$ cat src/rtl/dither_pipe_param_if.sv
// Pixel-path bundle for the colour-depth reducer.
//   master: pixel source (drives mode, visible, line_end, frame_end, data_in)
//   slave : reducer (drives data_out, visible_out)
interface dither_pipe_param_if #(
  parameter int unsigned CHANNELS = 3,
  parameter int unsigned IN_W     = 8
);
  logic [1:0]               mode;
  logic                     visible;
  logic                     line_end;
  logic                     frame_end;
  logic [CHANNELS*IN_W-1:0] data_in;
  logic [CHANNELS*IN_W-1:0] data_out;
  logic                     visible_out;

  modport master (
    output mode, visible, line_end, frame_end, data_in,
    input  data_out, visible_out
  );

  modport slave (
    input  mode, visible, line_end, frame_end, data_in,
    output data_out, visible_out
  );
endinterface

$ cat src/rtl/dither_pipe_param.sv
// Registered per-channel colour-depth reducer for the VGA pixel path.
// Modes: bypass, truncate, ordered (Bayer) dither, 1-D error diffusion.
// Fixed 2-cycle latency in every mode.
// Ports:
//   clk  - pixel clock
//   rst  - asynchronous active-high reset
//   px   - pixel bundle (slave): mode/visible/line_end/frame_end/data_in in,
//          data_out/visible_out out; channel c at [c*IN_W +: IN_W]
module dither_pipe_param #(
  parameter int unsigned IN_W     = 8,
  parameter int unsigned OUT_W    = 4,
  parameter int unsigned CHANNELS = 3,
  parameter int unsigned BAYER_N  = 2
) (
  input  logic                 clk,
  input  logic                 rst,
  dither_pipe_param_if.slave   px
);

  localparam int unsigned D   = IN_W - OUT_W;
  localparam int unsigned M_W = 2 * BAYER_N;
  localparam int unsigned S_W = IN_W + 1;
  localparam int unsigned DW  = CHANNELS * IN_W;
  localparam int unsigned EW  = CHANNELS * D;

  typedef enum logic [1:0] {
    MODE_BYPASS  = 2'd0,
    MODE_TRUNC   = 2'd1,
    MODE_ORDERED = 2'd2,
    MODE_DIFFUSE = 2'd3
  } mode_e;

  // Reject parameter sets where the threshold would not fit below the kept bits.
  if (OUT_W < 1 || OUT_W >= IN_W || BAYER_N < 1 || BAYER_N > 3 ||
      IN_W - OUT_W < 2 * BAYER_N) begin : g_bad_params
    $error("dither_pipe_param: illegal IN_W/OUT_W/BAYER_N combination");
  end

  // Bayer entry by bit interleaving: coordinate bit i selects the 2x2 base
  // pattern [[0,2],[3,1]] at weight 4^(BAYER_N-1-i), so the finest coordinate
  // bit lands in the most significant value bits.
  function automatic logic [M_W-1:0] bayer_val(input logic [BAYER_N-1:0] yy,
                                                input logic [BAYER_N-1:0] xx);
    logic [M_W-1:0] v;
    v = '0;
    for (int i = 0; i < BAYER_N; i++) begin
      v[2*(BAYER_N-1-i)+1] = xx[i] ^ yy[i];
      v[2*(BAYER_N-1-i)]   = yy[i];
    end
    return v;
  endfunction

  logic [BAYER_N-1:0] pos_x, pos_y;
  logic [D-1:0]       thr_c;

  logic [DW-1:0]      s1_data;
  mode_e              s1_mode;
  logic               s1_vis;
  logic               s1_clr;
  logic [D-1:0]       s1_thr;

  logic [EW-1:0]      err_q, err_nxt_c;
  logic [DW-1:0]      out_c;

  // Screen-position tracker; the pixel on a line_end cycle still uses the current x.
  always_ff @(posedge clk or posedge rst) begin
    if (rst) begin
      pos_x <= '0;
      pos_y <= '0;
    end else if (px.frame_end) begin
      pos_x <= '0;
      pos_y <= '0;
    end else if (px.line_end) begin
      pos_x <= '0;
      pos_y <= pos_y + BAYER_N'(1);
    end else if (px.visible) begin
      pos_x <= pos_x + BAYER_N'(1);
    end
  end

  assign thr_c = D'(bayer_val(pos_y, pos_x)) << (D - M_W);

  // Stage 1: capture pixel, control and threshold together so mode switches are pixel-exact.
  always_ff @(posedge clk or posedge rst) begin
    if (rst) begin
      s1_data <= '0;
      s1_mode <= MODE_BYPASS;
      s1_vis  <= 1'b0;
      s1_clr  <= 1'b0;
      s1_thr  <= '0;
    end else begin
      s1_data <= px.data_in;
      s1_mode <= mode_e'(px.mode);
      s1_vis  <= px.visible;
      s1_clr  <= px.line_end | px.frame_end;
      s1_thr  <= thr_c;
    end
  end

  // Stage 2 datapath: per-channel quantisation and next diffusion error.
  always_comb begin
    logic [IN_W-1:0]  din;
    logic [D-1:0]     e;
    logic [S_W-1:0]   sum;
    logic [OUT_W-1:0] q;
    out_c     = '0;
    err_nxt_c = '0;
    din       = '0;
    e         = '0;
    sum       = '0;
    q         = '0;
    for (int c = 0; c < CHANNELS; c++) begin
      din = s1_data[c*IN_W +: IN_W];
      e   = err_q[c*D +: D];
      sum = '0;
      q   = '0;
      unique case (s1_mode)
        MODE_BYPASS: ;
        MODE_TRUNC: begin
          if (s1_vis) q = din[IN_W-1:D];
        end
        MODE_ORDERED: begin
          if (s1_vis) begin
            sum = S_W'(din) + S_W'(s1_thr);
            q   = sum[IN_W] ? '1 : sum[IN_W-1:D];
          end
        end
        MODE_DIFFUSE: begin
          if (s1_vis) begin
            sum = S_W'(din) + S_W'(e);
            if (sum[IN_W]) begin
              q = '1;
            end else begin
              q = sum[IN_W-1:D];
              err_nxt_c[c*D +: D] = sum[D-1:0];
            end
          end
        end
      endcase
      if (s1_mode == MODE_BYPASS) out_c[c*IN_W +: IN_W] = din;
      else                        out_c[c*IN_W +: IN_W] = {q, {D{1'b0}}};
    end
    // Error never carries across a line or frame boundary.
    if (s1_clr) err_nxt_c = '0;
  end

  // Stage 2 registers.
  always_ff @(posedge clk or posedge rst) begin
    if (rst) begin
      px.data_out    <= '0;
      px.visible_out <= 1'b0;
      err_q          <= '0;
    end else begin
      px.data_out    <= out_c;
      px.visible_out <= s1_vis;
      err_q          <= err_nxt_c;
    end
  end

endmodule

$ cat src/flat_wrapper.sv
// flat-port wrapper written by rule: the top's interface ports become plain ports
module dither_pipe_param_flat 
#(
  parameter int unsigned IN_W     = 8,
  parameter int unsigned OUT_W    = 4,
  parameter int unsigned CHANNELS = 3,
  parameter int unsigned BAYER_N  = 2
)
  (clk, rst, px_mode, px_visible, px_line_end, px_frame_end, px_data_in, px_data_out, px_visible_out);
  dither_pipe_param_if #(.CHANNELS(CHANNELS), .IN_W(IN_W)) px_i ();
  input  logic clk;
  input  logic rst;
  input wire logic [$bits(px_i.mode)-1:0] px_mode;
  input wire logic [$bits(px_i.visible)-1:0] px_visible;
  input wire logic [$bits(px_i.line_end)-1:0] px_line_end;
  input wire logic [$bits(px_i.frame_end)-1:0] px_frame_end;
  input wire logic [$bits(px_i.data_in)-1:0] px_data_in;
  output wire logic [$bits(px_i.data_out)-1:0] px_data_out;
  output wire logic [$bits(px_i.visible_out)-1:0] px_visible_out;
  assign px_i.mode = px_mode;
  assign px_i.visible = px_visible;
  assign px_i.line_end = px_line_end;
  assign px_i.frame_end = px_frame_end;
  assign px_i.data_in = px_data_in;
  assign px_data_out = px_i.data_out;
  assign px_visible_out = px_i.visible_out;
  dither_pipe_param #(.IN_W(IN_W), .OUT_W(OUT_W), .CHANNELS(CHANNELS), .BAYER_N(BAYER_N)) u_core (.clk(clk), .rst(rst), .px(px_i));
endmodule
$ cat config.mk
export PLATFORM = sky130hd
export DESIGN_NAME = dither_pipe_param_flat
export DESIGN_NICKNAME = d
export VERILOG_FILES = /design/src/rtl/dither_pipe_param_if.sv /design/src/rtl/dither_pipe_param.sv /design/src/flat_wrapper.sv
export SDC_FILE = /design/constraint.sdc
export NUM_CORES = 1
export LEC_CHECK = 0
export CORE_UTILIZATION = 40
export DETAILED_ROUTE_END_ITERATION = 10
export GPL_TIMING_DRIVEN = 0
export PLACE_DENSITY = 0.74
export SYNTH_ARGS = -nofsm -noshare
export SYNTH_HDL_FRONTEND = slang
export SYNTH_SLANG_ARGS = --single-unit
export TNS_END_PERCENT = 20
$ cat constraint.sdc
create_clock -name clk -period 2 [get_ports clk]
set_clock_uncertainty 0.05 [all_clocks]
set_input_delay 0.2 -clock clk [delete_from_list [all_inputs] [get_ports clk]]
set_output_delay 0.2 -clock clk [all_outputs]
set_load 0.02 [all_outputs]
==> parameters.txt, run 1 <==
Parameter                              Value

Synthesis
  Net count of the mapped netlist    367
  Fraction of post-synthesis cell area in the top cell type by area    52.7%
  Proportion of register bits with asynchronous set or reset after synthesis    100%
  Syn Std Cell Area    3470 µm²
  Number of instances in the synthesized netlist    312
  Synth Flop Type    sky130_fd_sc_hd__dfrtp_1
  Sequential-to-total area share from yosys stat    52.7%
  Library cell with the largest summed area after synthesis    sky130_fd_sc_hd__dfrtp_1
  Leading post-synthesis cells by cell area    sky130_fd_sc_hd__dfrtp_1 53%, sky130_fd_sc_hd__ha_1 7.6%, sky130_fd_sc_hd__and2_1 3.6%, sky130_fd_sc_hd__nor2_1 2.4%, sky130_fd_sc_hd__a21oi_1 2.3%
  Register bit count reported by yosys    73
  Number of warnings reported in the yosys synthesis log    0
  Synthesized area per cell    11.1 µm²
  Number of library cell types mapped by synthesis    56
  Number of flops mapped to enable cells by yosys    0

Global routing
  Total GRT Usage    17.9%
  Antenna violations before repair    0
  Global-route congestion overflow total    0
  Vias in the first global route    2537
  First-pass GRT wire length    12.3 mm
  Largest net degree at the start of global routing    28

Layout
  Utilization of the core after routing    54.5%
  Post-Layout Cell Count    496
  Nets    441
  Most frequent cells in the layout    73 x sky130_fd_sc_hd__dfrtp_1, 55 x sky130_fd_sc_hd__clkdlybuf4s50_1, 22 x sky130_fd_sc_hd__nor2_1
  Number of inserted diodes    0
  Most frequent standard cell in the layout excluding fill and tap cells    sky130_fd_sc_hd__dfrtp_1
  Syn-to-layout area delta    30.5%
  Share of post-route cells with drive strength above 1    15.3%

Place
  Hpwl dp    5.35 mm
  Post-Place Cells    474
  Port Buffer Count    55
  Final weighted congestion in routability-driven placement    0.830

Timing
  Setup repair after global routing missed its margin    yes
  Peak clock frequency supported by timing    493 MHz
  Post-layout minimum cycle time    2030 ps
  Final-report hold violation count    0
  Transition time at the pin with the least slew margin    531 ps
  Slew margin rel.    64.5%
  Period utilization    101%
  Worst Slack Setup Final    -26.6 ps
  Count of endpoints failing setup in the final report    1
  Number of slew-limit violations in the final report    0

Floorplanning
  Core Footprint    8300 µm²
  Chip Width    95.1 µm
  Starting density of the core    41.8%
  Area of the die    9040 µm²
  Cell row count    33
  Number of top-level pins    56
  Chip height    95.1 µm

Routing
  Remaining antenna violation count    0
  Remaining DRCs    0
  First DRT Iteration DRCs    206
  First-pass detailed-route iteration total    5
  Vias    2674
  Routed met1 length    3.26 mm
  Final routed wirelength across all metal layers    7.42 mm
  Via density per instance    5.39
  WL per Instance    15.0 µm
  Amount of wire on met2 after detailed routing    3.59 mm
  Routed met3 length    415 µm
  Top layer in use    met4

Clock tree
  TritonCTS buffer count    9
  TritonCTS clock tree    done
  Clock latency at the later pin of the worst-skew pair    360 ps
  Sinks on Clock Net    73
  Clk slew on worst S/H paths    90 ps
  H-tree depth reported by CTS    3
  Maximum clock path buffer count    2
  Clock tree root buffer cell    sky130_fd_sc_hd__clkbuf_8

Status
  Failing checks    negative setup slack
  Result of the run    finished with violations

Critical path
  Data arrival, critical path    2220 ps
  Worst setup path category    flop to flop
  Number of cells on the worst reg-to-reg path    8
  CP Capture Point    u_core.px.data_out[6]
  Maximum fanout along the worst path    6
  Worst setup EP type    flop
  Data required time of the worst path    2200 ps
  Flop2flop setup slack    -30 ps
  Kind of launch point of the worst setup path    flop
  Critical R2R Launch    u_core.s1_data[0]
  End of the worst register-to-register path    u_core.px.data_out[6]
  Critical path launch point    u_core.s1_data[0]

Hold path
  HP Class    primary input to async pin

Power and ir drop
  Power density relative to cell area    703 nW/µm²
  Highest ir drop seen on vdd    0.000379 V
  Leakage power    1.97 nW

Flow run
  Total of max-cap violations    0
through the flow:
| step | setup WS [ps] | power, W | hold WS (ps) | setup TNS, ps | cell area [µm²] |
|---|---|---|---|---|---|
| global placement | -106 | 0.00208 | 375 | -554 | 4150 |
| global route | -90.3 | 0.00334 | 210 | -372 | 4520 |
| CTS | 14.9 | 0.00320 | 180 | 0 | 4430 |
| detailed placement | -114 | 0.00211 | 377 | -810 | 4200 |
| finish | -26.6 | 0.00318 | 170 | -26.6 | 4520 |
| floorplan | 95.4 | 0.00190 | 181 | 0 | 3470 |
repair_timing:
action | CTS | global route
pin swaps | 4 | 10
gates cloned | 0 | 0
hold buffers | 0 | 0
endpoints found under the setup margin | 14 | 13
buffers inserted | 2 | 4
gates resized for setup | 7 | 14
where the power goes:
part	switching, W	internal (W)	leakage, nW
sequential	0.0000577	0.00155	0.924
clock	0.000614	0.000473	0.0923
combinational	0.000256	0.000230	0.958
total	0.000928	0.00225	1.97
synthesized netlist by cell type, types with 7 or more instances:
| master | n |
|---|---|
| sky130_fd_sc_hd__dfrtp_1 | 73 |
| sky130_fd_sc_hd__nor2_1 | 22 |
| sky130_fd_sc_hd__ha_1 | 21 |
| sky130_fd_sc_hd__and2_1 | 20 |
| sky130_fd_sc_hd__nand2_1 | 17 |
| sky130_fd_sc_hd__a21oi_1 | 16 |
| sky130_fd_sc_hd__nand3_1 | 12 |
| sky130_fd_sc_hd__a21o_1 | 9 |
| sky130_fd_sc_hd__nor3_1 | 9 |
| sky130_fd_sc_hd__buf_2 | 8 |
| sky130_fd_sc_hd__o21ai_0 | 7 |
per-layer routing:
metal / up-vias / track usage [%]
met4: 0 / 7.45
met3: 20 / 4.63
met2: 100 / 27.4
li1: 1276 / -
met5: - / 0
met1: 1278 / 24.2
registers in the layout, summed over array words and instances (netlist names):
| name | flops |
|---|---|
| u_core.s1_clr | 1 |
| u_core.pos_y | 2 |
| u_core.px.data_out | 24 |
| u_core.px.visible_out | 1 |
| u_core.s1_thr | 4 |
| u_core.s1_vis | 1 |
| u_core.s1_data | 24 |
| u_core.s1_mode | 2 |
| u_core.pos_x | 2 |
| u_core.err_q | 12 |
worst min-delay path by stage:
stage | from | end
floorplan | px_data_in[0] | u_core.s1_data[0]
global placement | u_core.pos_y[1] | u_core.s1_thr[0]
detailed placement | u_core.pos_y[1] | u_core.s1_thr[0]
CTS | rst | u_core.s1_vis
global route | px_data_in[7] | u_core.s1_data[7]
finish | rst | u_core.s1_vis
critical path, cell delays in order (launching register included):
cell and delay [ps]:
sky130_fd_sc_hd__dfrtp_1 440, sky130_fd_sc_hd__ha_4 190, sky130_fd_sc_hd__fa_2 350, sky130_fd_sc_hd__a21o_1 200
sky130_fd_sc_hd__a21oi_4 240, sky130_fd_sc_hd__buf_6 150, sky130_fd_sc_hd__nor3_1 40, sky130_fd_sc_hd__o22ai_1 140
sky130_fd_sc_hd__o31ai_1 100
kinds of logic (layout without fill, tap and decap cells):
group	Yosys count	in the layout	share of synthesized area (%)
AOI/OAI and AO/OA	83	83	16.9
xor gates and xnor gates	11	11	2.78
adders and majority gates	24	24	9.31
buffers and inverters	18	97	2.42
DFF	73	73	52.7
muxes	3	3	0.866
and+or+nand+nor	100	100	15.0
final cells by class:
class / count / area, µm²
repair buffers: 63 / 647
clock inverters: 7 / 62.6
plain buffers: 12 / 58.8
well taps: 105 / 131
multi-input cells: 221 / 1650
inverters: 6 / 28.8
fillers: 745 / 3770
flip-flops and latches: 73 / 1830
clock buffers: 9 / 124
Note: power is estimated with default switching activity, not from simulation.
==> run 2: changes to the inputs <==
- CORE_ASPECT_RATIO: not set -> 1.25
- CORE_MARGIN: not set -> 2
==> run 2 against run 1 <==
Against the previous run:
- the flow now finishes without violations
- die area up 4.3%
- clock-buffer cell count unchanged
- final cell count down 1.4%
- core utilization down 2.4 points
- critical path type unchanged
- largest cell class unchanged
- highest routed layer unchanged
==> parameters.txt, run 2 (synthesis results as in run 1) <==
Parameter                              Value

Layout
  Filler Cells Inserted    756
  Multi-input logic area    1600 µm²
  Number of inserted diodes    0
  Leading registers by flop count    u_core.px.data_out: 24 flops, u_core.s1_data: 24 flops, u_core.err_q: 12 flops
  Most frequent standard cell in the layout excluding fill and tap cells    sky130_fd_sc_hd__dfrtp_1
  Share of post-route cells with drive strength above 1    14.7%
  Non-Filler Cell Area, Final    4460 µm²
  Syn-to-layout area delta    28.6%
  Nets    439
  Most frequent cells in the layout    73 x sky130_fd_sc_hd__dfrtp_1, 55 x sky130_fd_sc_hd__clkdlybuf4s50_1, 22 x sky130_fd_sc_hd__nor2_1
  Area taken by flip-flops and latches    1830 µm²

Timing
  Total negative slack for setup checks    0 ps
  Worst Slack Setup Final    0.963 ps
  Slew margin rel.    51.4%
  Count of endpoints failing setup in the final report    0
  Post-layout minimum cycle time    2000 ps
  Period utilization    100%
  Transition time at the pin with the least slew margin    728 ps
  Setup repair after global routing missed its margin    yes
  Final-report hold violation count    0
  Smallest hold slack    220 ps
  Number of slew-limit violations in the final report    0
  Peak clock frequency supported by timing    500 MHz

Routing
  Remaining antenna violation count    0
  Via density per instance    5.47
  WL per Instance    16.1 µm
  First DRT Iteration DRCs    142
  Final routed wirelength across all metal layers    7.87 mm
  Remaining DRCs    0
  Vias    2676
  First-pass detailed-route iteration total    6

Hold path
  HP Class    primary input to flop

Clock tree
  TritonCTS buffer count    9
  Hold buffer count at cts    0
  Maximum clock path buffer count    2
  Sinks on Clock Net    73
  Clk slew on worst S/H paths    90 ps
  TritonCTS clock tree    done
  H-tree depth reported by CTS    3
  Clock tree root buffer cell    sky130_fd_sc_hd__clkbuf_8
  Clock latency at the later pin of the worst-skew pair    360 ps

Global routing
  First-pass GRT wire length    12.9 mm
  Largest net degree at the start of global routing    41
  Vias in the first global route    2702
  Global-route congestion overflow total    0
  Antenna violations before repair    0
  Total GRT Usage    17.6%

Critical path
  Data arrival, critical path    2220 ps
  Critical path's top delay family    compound AO/OA/AOI/OAI gates
  Cell-by-cell trace of the critical path    ha_2, fa_2, nand3_1, nand2_2, a311oi_2, o2111ai_1, a21oi_2
  Maximum single-stage delay on the critical path    400 ps
  Worst setup path category    flop to flop
  Data required time of the worst path    2220 ps
  Buffers plus inverters on the worst setup path    0
  Kind of launch point of the worst setup path    flop
  Worst setup EP type    flop
  Cell type of the slowest stage on the worst timing path    sky130_fd_sc_hd__dfrtp_1
  Maximum fanout along the worst path    4

Place
  Post-placement cell area    4170 µm²
  Port Buffer Count    55
  Place WS    -161 ps
  Final weighted congestion in routability-driven placement    0.873
  Hpwl dp    5.70 mm

Power and ir drop
  Power density relative to cell area    741 nW/µm²
  Leakage power    1.96 nW
  Highest ir drop seen on vdd    0.000402 V
  Total power of the final layout    0.00330 W

Floorplanning
  Chip height    108 µm
  Cell row count    38
  Area of the die    9430 µm²
  Number of top-level pins    56
  Chip Width    87.3 µm
  Core Footprint    8560 µm²
  Starting density of the core    40.5%

Flow run
  Total of max-cap violations    0

Status
  Result of the run    finished clean
[run 2: routing by layer]
metal / wire, µm / track usage, % / vias up
li1: - / - / 1274
met1: 3270 / 21.0 / 1316
met2: 4090 / 30.2 / 74
met3: 364 / 4.50 / 12
met4: 148 / 6.92 / 0
met5: 0 / 0 / -
[run 2: timing repair]
| action | 4_1_cts | 5_1_grt |
|---|---|---|
| setup endpoints to repair | 16 | 14 |
| setup buffers | 4 | 1 |
| endpoints found under the hold margin | 0 | 0 |
| gates resized for setup | 9 | 3 |
| pin swaps | 5 | 4 |
[run 2: final timing paths]
kind | from | endpoint | slack [ps] | depth (start not counted)
max | u_core.s1_data[8] | u_core.px.data_out[14] | 1 | 7
min reg2reg | u_core.pos_y[1] | u_core.s1_thr[0] | 400 | 0
min | px_data_in[1] | u_core.s1_data[1] | 220 | 1
min in group asynchronous | rst | u_core.s1_data[17] | 270 | 2
max reg2reg | u_core.s1_data[8] | u_core.px.data_out[14] | 1 | 7
max in group asynchronous | rst | u_core.err_q[3] | 1020 | 3
[run 2: layout make-up]
cell class | instances | share of cell area [%]
flip-flops and latches | 73 | 41.0
repair buffers | 61 | 13.6
clock buffers | 9 | 2.78
clock inverters | 7 | 1.88
inverters | 6 | 0.645
well taps | 100 | 2.81
plain buffers | 12 | 1.32
multi-input cells | 221 | 36.0
[run 2: worst register-to-register path, stage by stage, from the launching register on]
cell and delay [ps]:
sky130_fd_sc_hd__dfrtp_1 400, sky130_fd_sc_hd__ha_2 210, sky130_fd_sc_hd__fa_2 360, sky130_fd_sc_hd__nand3_1 130
sky130_fd_sc_hd__nand2_2 110, sky130_fd_sc_hd__a311oi_2 310, sky130_fd_sc_hd__o2111ai_1 180, sky130_fd_sc_hd__a21oi_2 180
[run 2: through the flow]
step	instances	utilization, %
after global routing	489	52.1
after CTS	488	51.9
final	489	52.1
after floorplan	312	-
after global placement	467	48.5
after detailed placement	468	48.7
[run 2: power by group]
part / internal, W / switching, W
registers: 0.00155 / 0.0000586
clock network: 0.000600 / 0.000617
logic: 0.000222 / 0.000255
total: 0.00237 / 0.000931
==> run 3: changes to the inputs <==
- CORE_UTILIZATION: 40 -> 25
- PLACE_DENSITY: 0.74 -> 0.54
==> run 3 against run 2 <==
Against the previous run:
- the run now ends with negative setup slack left
- first-iteration DRC count unchanged
- cell area increased by 7.0%
- die area rose by 57%
- sequential cell count unchanged
- core utilization down 17 points
- clock power grew 32%
- final cell count increased by 17%
- via count down 0.97%
- worst setup slack got worse by 1.8 ps
- global-route usage down 5.0 points
- clock-buffer cell count grew 1
- critical endpoint unchanged
==> parameters.txt, run 3 (synthesis results as in run 1) <==
Parameter                              Value

Status
  Result of the run    finished with violations
  Failing checks    negative setup slack

Timing
  Peak clock frequency supported by timing    500 MHz
  Count of endpoints failing setup in the final report    1
  Total negative slack for setup checks    -0.828 ps
  Setup repair after global routing missed its margin    yes
  Number of slew-limit violations in the final report    0
  Slew margin rel.    47.7%
  Final-report hold violation count    0
  Period utilization    100%
  Worst Slack Setup Final    -0.828 ps
  Transition time at the pin with the least slew margin    783 ps
  Post-layout minimum cycle time    2000 ps
  Smallest hold slack    241 ps

Place
  Hpwl dp    6.14 mm
  Final weighted congestion in routability-driven placement    0.819
  Port Buffer Count    55

Floorplanning
  Chip height    136 µm
  Core Footprint    13700 µm²
  Area of the die    14800 µm²
  Number of top-level pins    56
  Chip Width    109 µm
  Cell row count    48
  Starting density of the core    25.3%

Power and ir drop
  Highest ir drop seen on vdd    0.000323 V
  Power density relative to cell area    780 nW/µm²
  Total power of the final layout    0.00372 W
  Leakage power    2.04 nW

Global routing
  First-pass GRT wire length    13.9 mm
  Largest net degree at the start of global routing    39
  Vias in the first global route    2741
  Antenna violations before repair    0
  Total GRT Usage    12.6%
  Global-route congestion overflow total    0

Clock tree
  H-tree depth reported by CTS    3
  Clock tree root buffer cell    sky130_fd_sc_hd__clkbuf_16
  TritonCTS buffer count    9
  Maximum clock path buffer count    2
  TritonCTS clock tree    done
  Sinks on Clock Net    73
  Clock latency at the later pin of the worst-skew pair    340 ps
  Clk slew on worst S/H paths    60 ps

Critical path
  Data arrival, critical path    2220 ps
  Maximum single-stage delay on the critical path    420 ps
  Cell-by-cell trace of the critical path    ha_4, fa_2, nand3_2, nand2_4, a311oi_4, o2111ai_2, a21oi_2
  Cell type of the slowest stage on the worst timing path    sky130_fd_sc_hd__dfrtp_1
  Worst setup EP type    flop
  Data required time of the worst path    2210 ps
  Kind of launch point of the worst setup path    flop
  Buffers plus inverters on the worst setup path    0
  Critical R2R Launch    u_core.s1_data[8]
  Flop2flop setup slack    -0.8 ps
  Critical path's top delay family    compound AO/OA/AOI/OAI gates
  Maximum fanout along the worst path    4
  Worst setup path category    flop to flop
  End of the worst register-to-register path    u_core.px.data_out[14]
  Number of cells on the worst reg-to-reg path    7

Hold path
  Endpoint with the worst hold slack    u_core.s1_mode[1]
  Launch instance of the worst min-delay path    px_mode[1]
  HP Class    primary input to flop
  Number of cells traversed by the worst hold path    1

Routing
  Remaining DRCs    0
  First DRT Iteration DRCs    142
  WL per Instance    15.1 µm
  Remaining antenna violation count    0
  Via density per instance    4.65
  Vias    2650
  Final routed wirelength across all metal layers    8.60 mm
  First-pass detailed-route iteration total    4

Layout
  Share of post-route cells with drive strength above 1    18.5%
  Most frequent cells in the layout    73 x sky130_fd_sc_hd__dfrtp_1, 55 x sky130_fd_sc_hd__clkdlybuf4s50_1, 21 x sky130_fd_sc_hd__nor2_1
  Most frequent standard cell in the layout excluding fill and tap cells    sky130_fd_sc_hd__dfrtp_1
  Utilization of the core after routing    34.9%
  Leading registers by flop count    u_core.px.data_out: 24 flops, u_core.s1_data: 24 flops, u_core.err_q: 12 flops
  Nets    445
  Number of inserted diodes    0
  Syn-to-layout area delta    37.7%

Flow run
  Total of max-cap violations    0
[run 3: where the power goes]
group / switching (W) / internal [W]
Clock: 0.000642 / 0.000969
Combinational: 0.000268 / 0.000232
Sequential: 0.0000591 / 0.00155
[run 3: stage by stage]
stage,worst slack (ps),cell area (µm²),std cells
after floorplan,95.4,3470,312
after global placement,-144,4240,542
after detailed placement,-160,4260,543
after CTS,10.0,4630,562
after global routing,-67.2,4770,570
final,-0.828,4770,570
[run 3: what timing repair did]
item / in CTS / in global routing
pin swaps: 6 / 11
setup buffers: 2 / 8
cloned: 1 / 0
setup endpoints to repair: 17 / 14
hold buffers: 0 / 0
gates resized for setup: 12 / 15
[run 3: area by class of cell]
type / instances / area (µm²)
timing repair buffer: 66 / 646
sequential: 73 / 1830
tap: 175 / 219
clock buffer: 10 / 229
clock inverter: 6 / 67.6
multi-input combinational: 222 / 1700
fill: 1377 / 8920
inverter: 6 / 28.8
buffer: 12 / 58.8
[run 3: metal layers]
metal / wire length (µm) / global-route usage (%)
met5: 0 / 0
met4: 316 / 8.58
met3: 371 / 2.79
met2: 4250 / 20.2
met1: 3660 / 14.9
[run 3: how the worst max path moves through the flow]
stage / start / end / slack, ps / depth (start not counted)
after floorplan: u_core.s1_data[0] / u_core.px.data_out[5] / 100 / 7
after global placement: u_core.s1_data[0] / u_core.px.data_out[5] / -140 / 7
after detailed placement: u_core.s1_data[0] / u_core.px.data_out[5] / -160 / 7
after CTS: u_core.s1_data[8] / u_core.px.data_out[14] / 10 / 7
after global routing: u_core.s1_data[8] / u_core.px.data_out[14] / -70 / 7
final: u_core.s1_data[8] / u_core.px.data_out[14] / -0.8 / 7
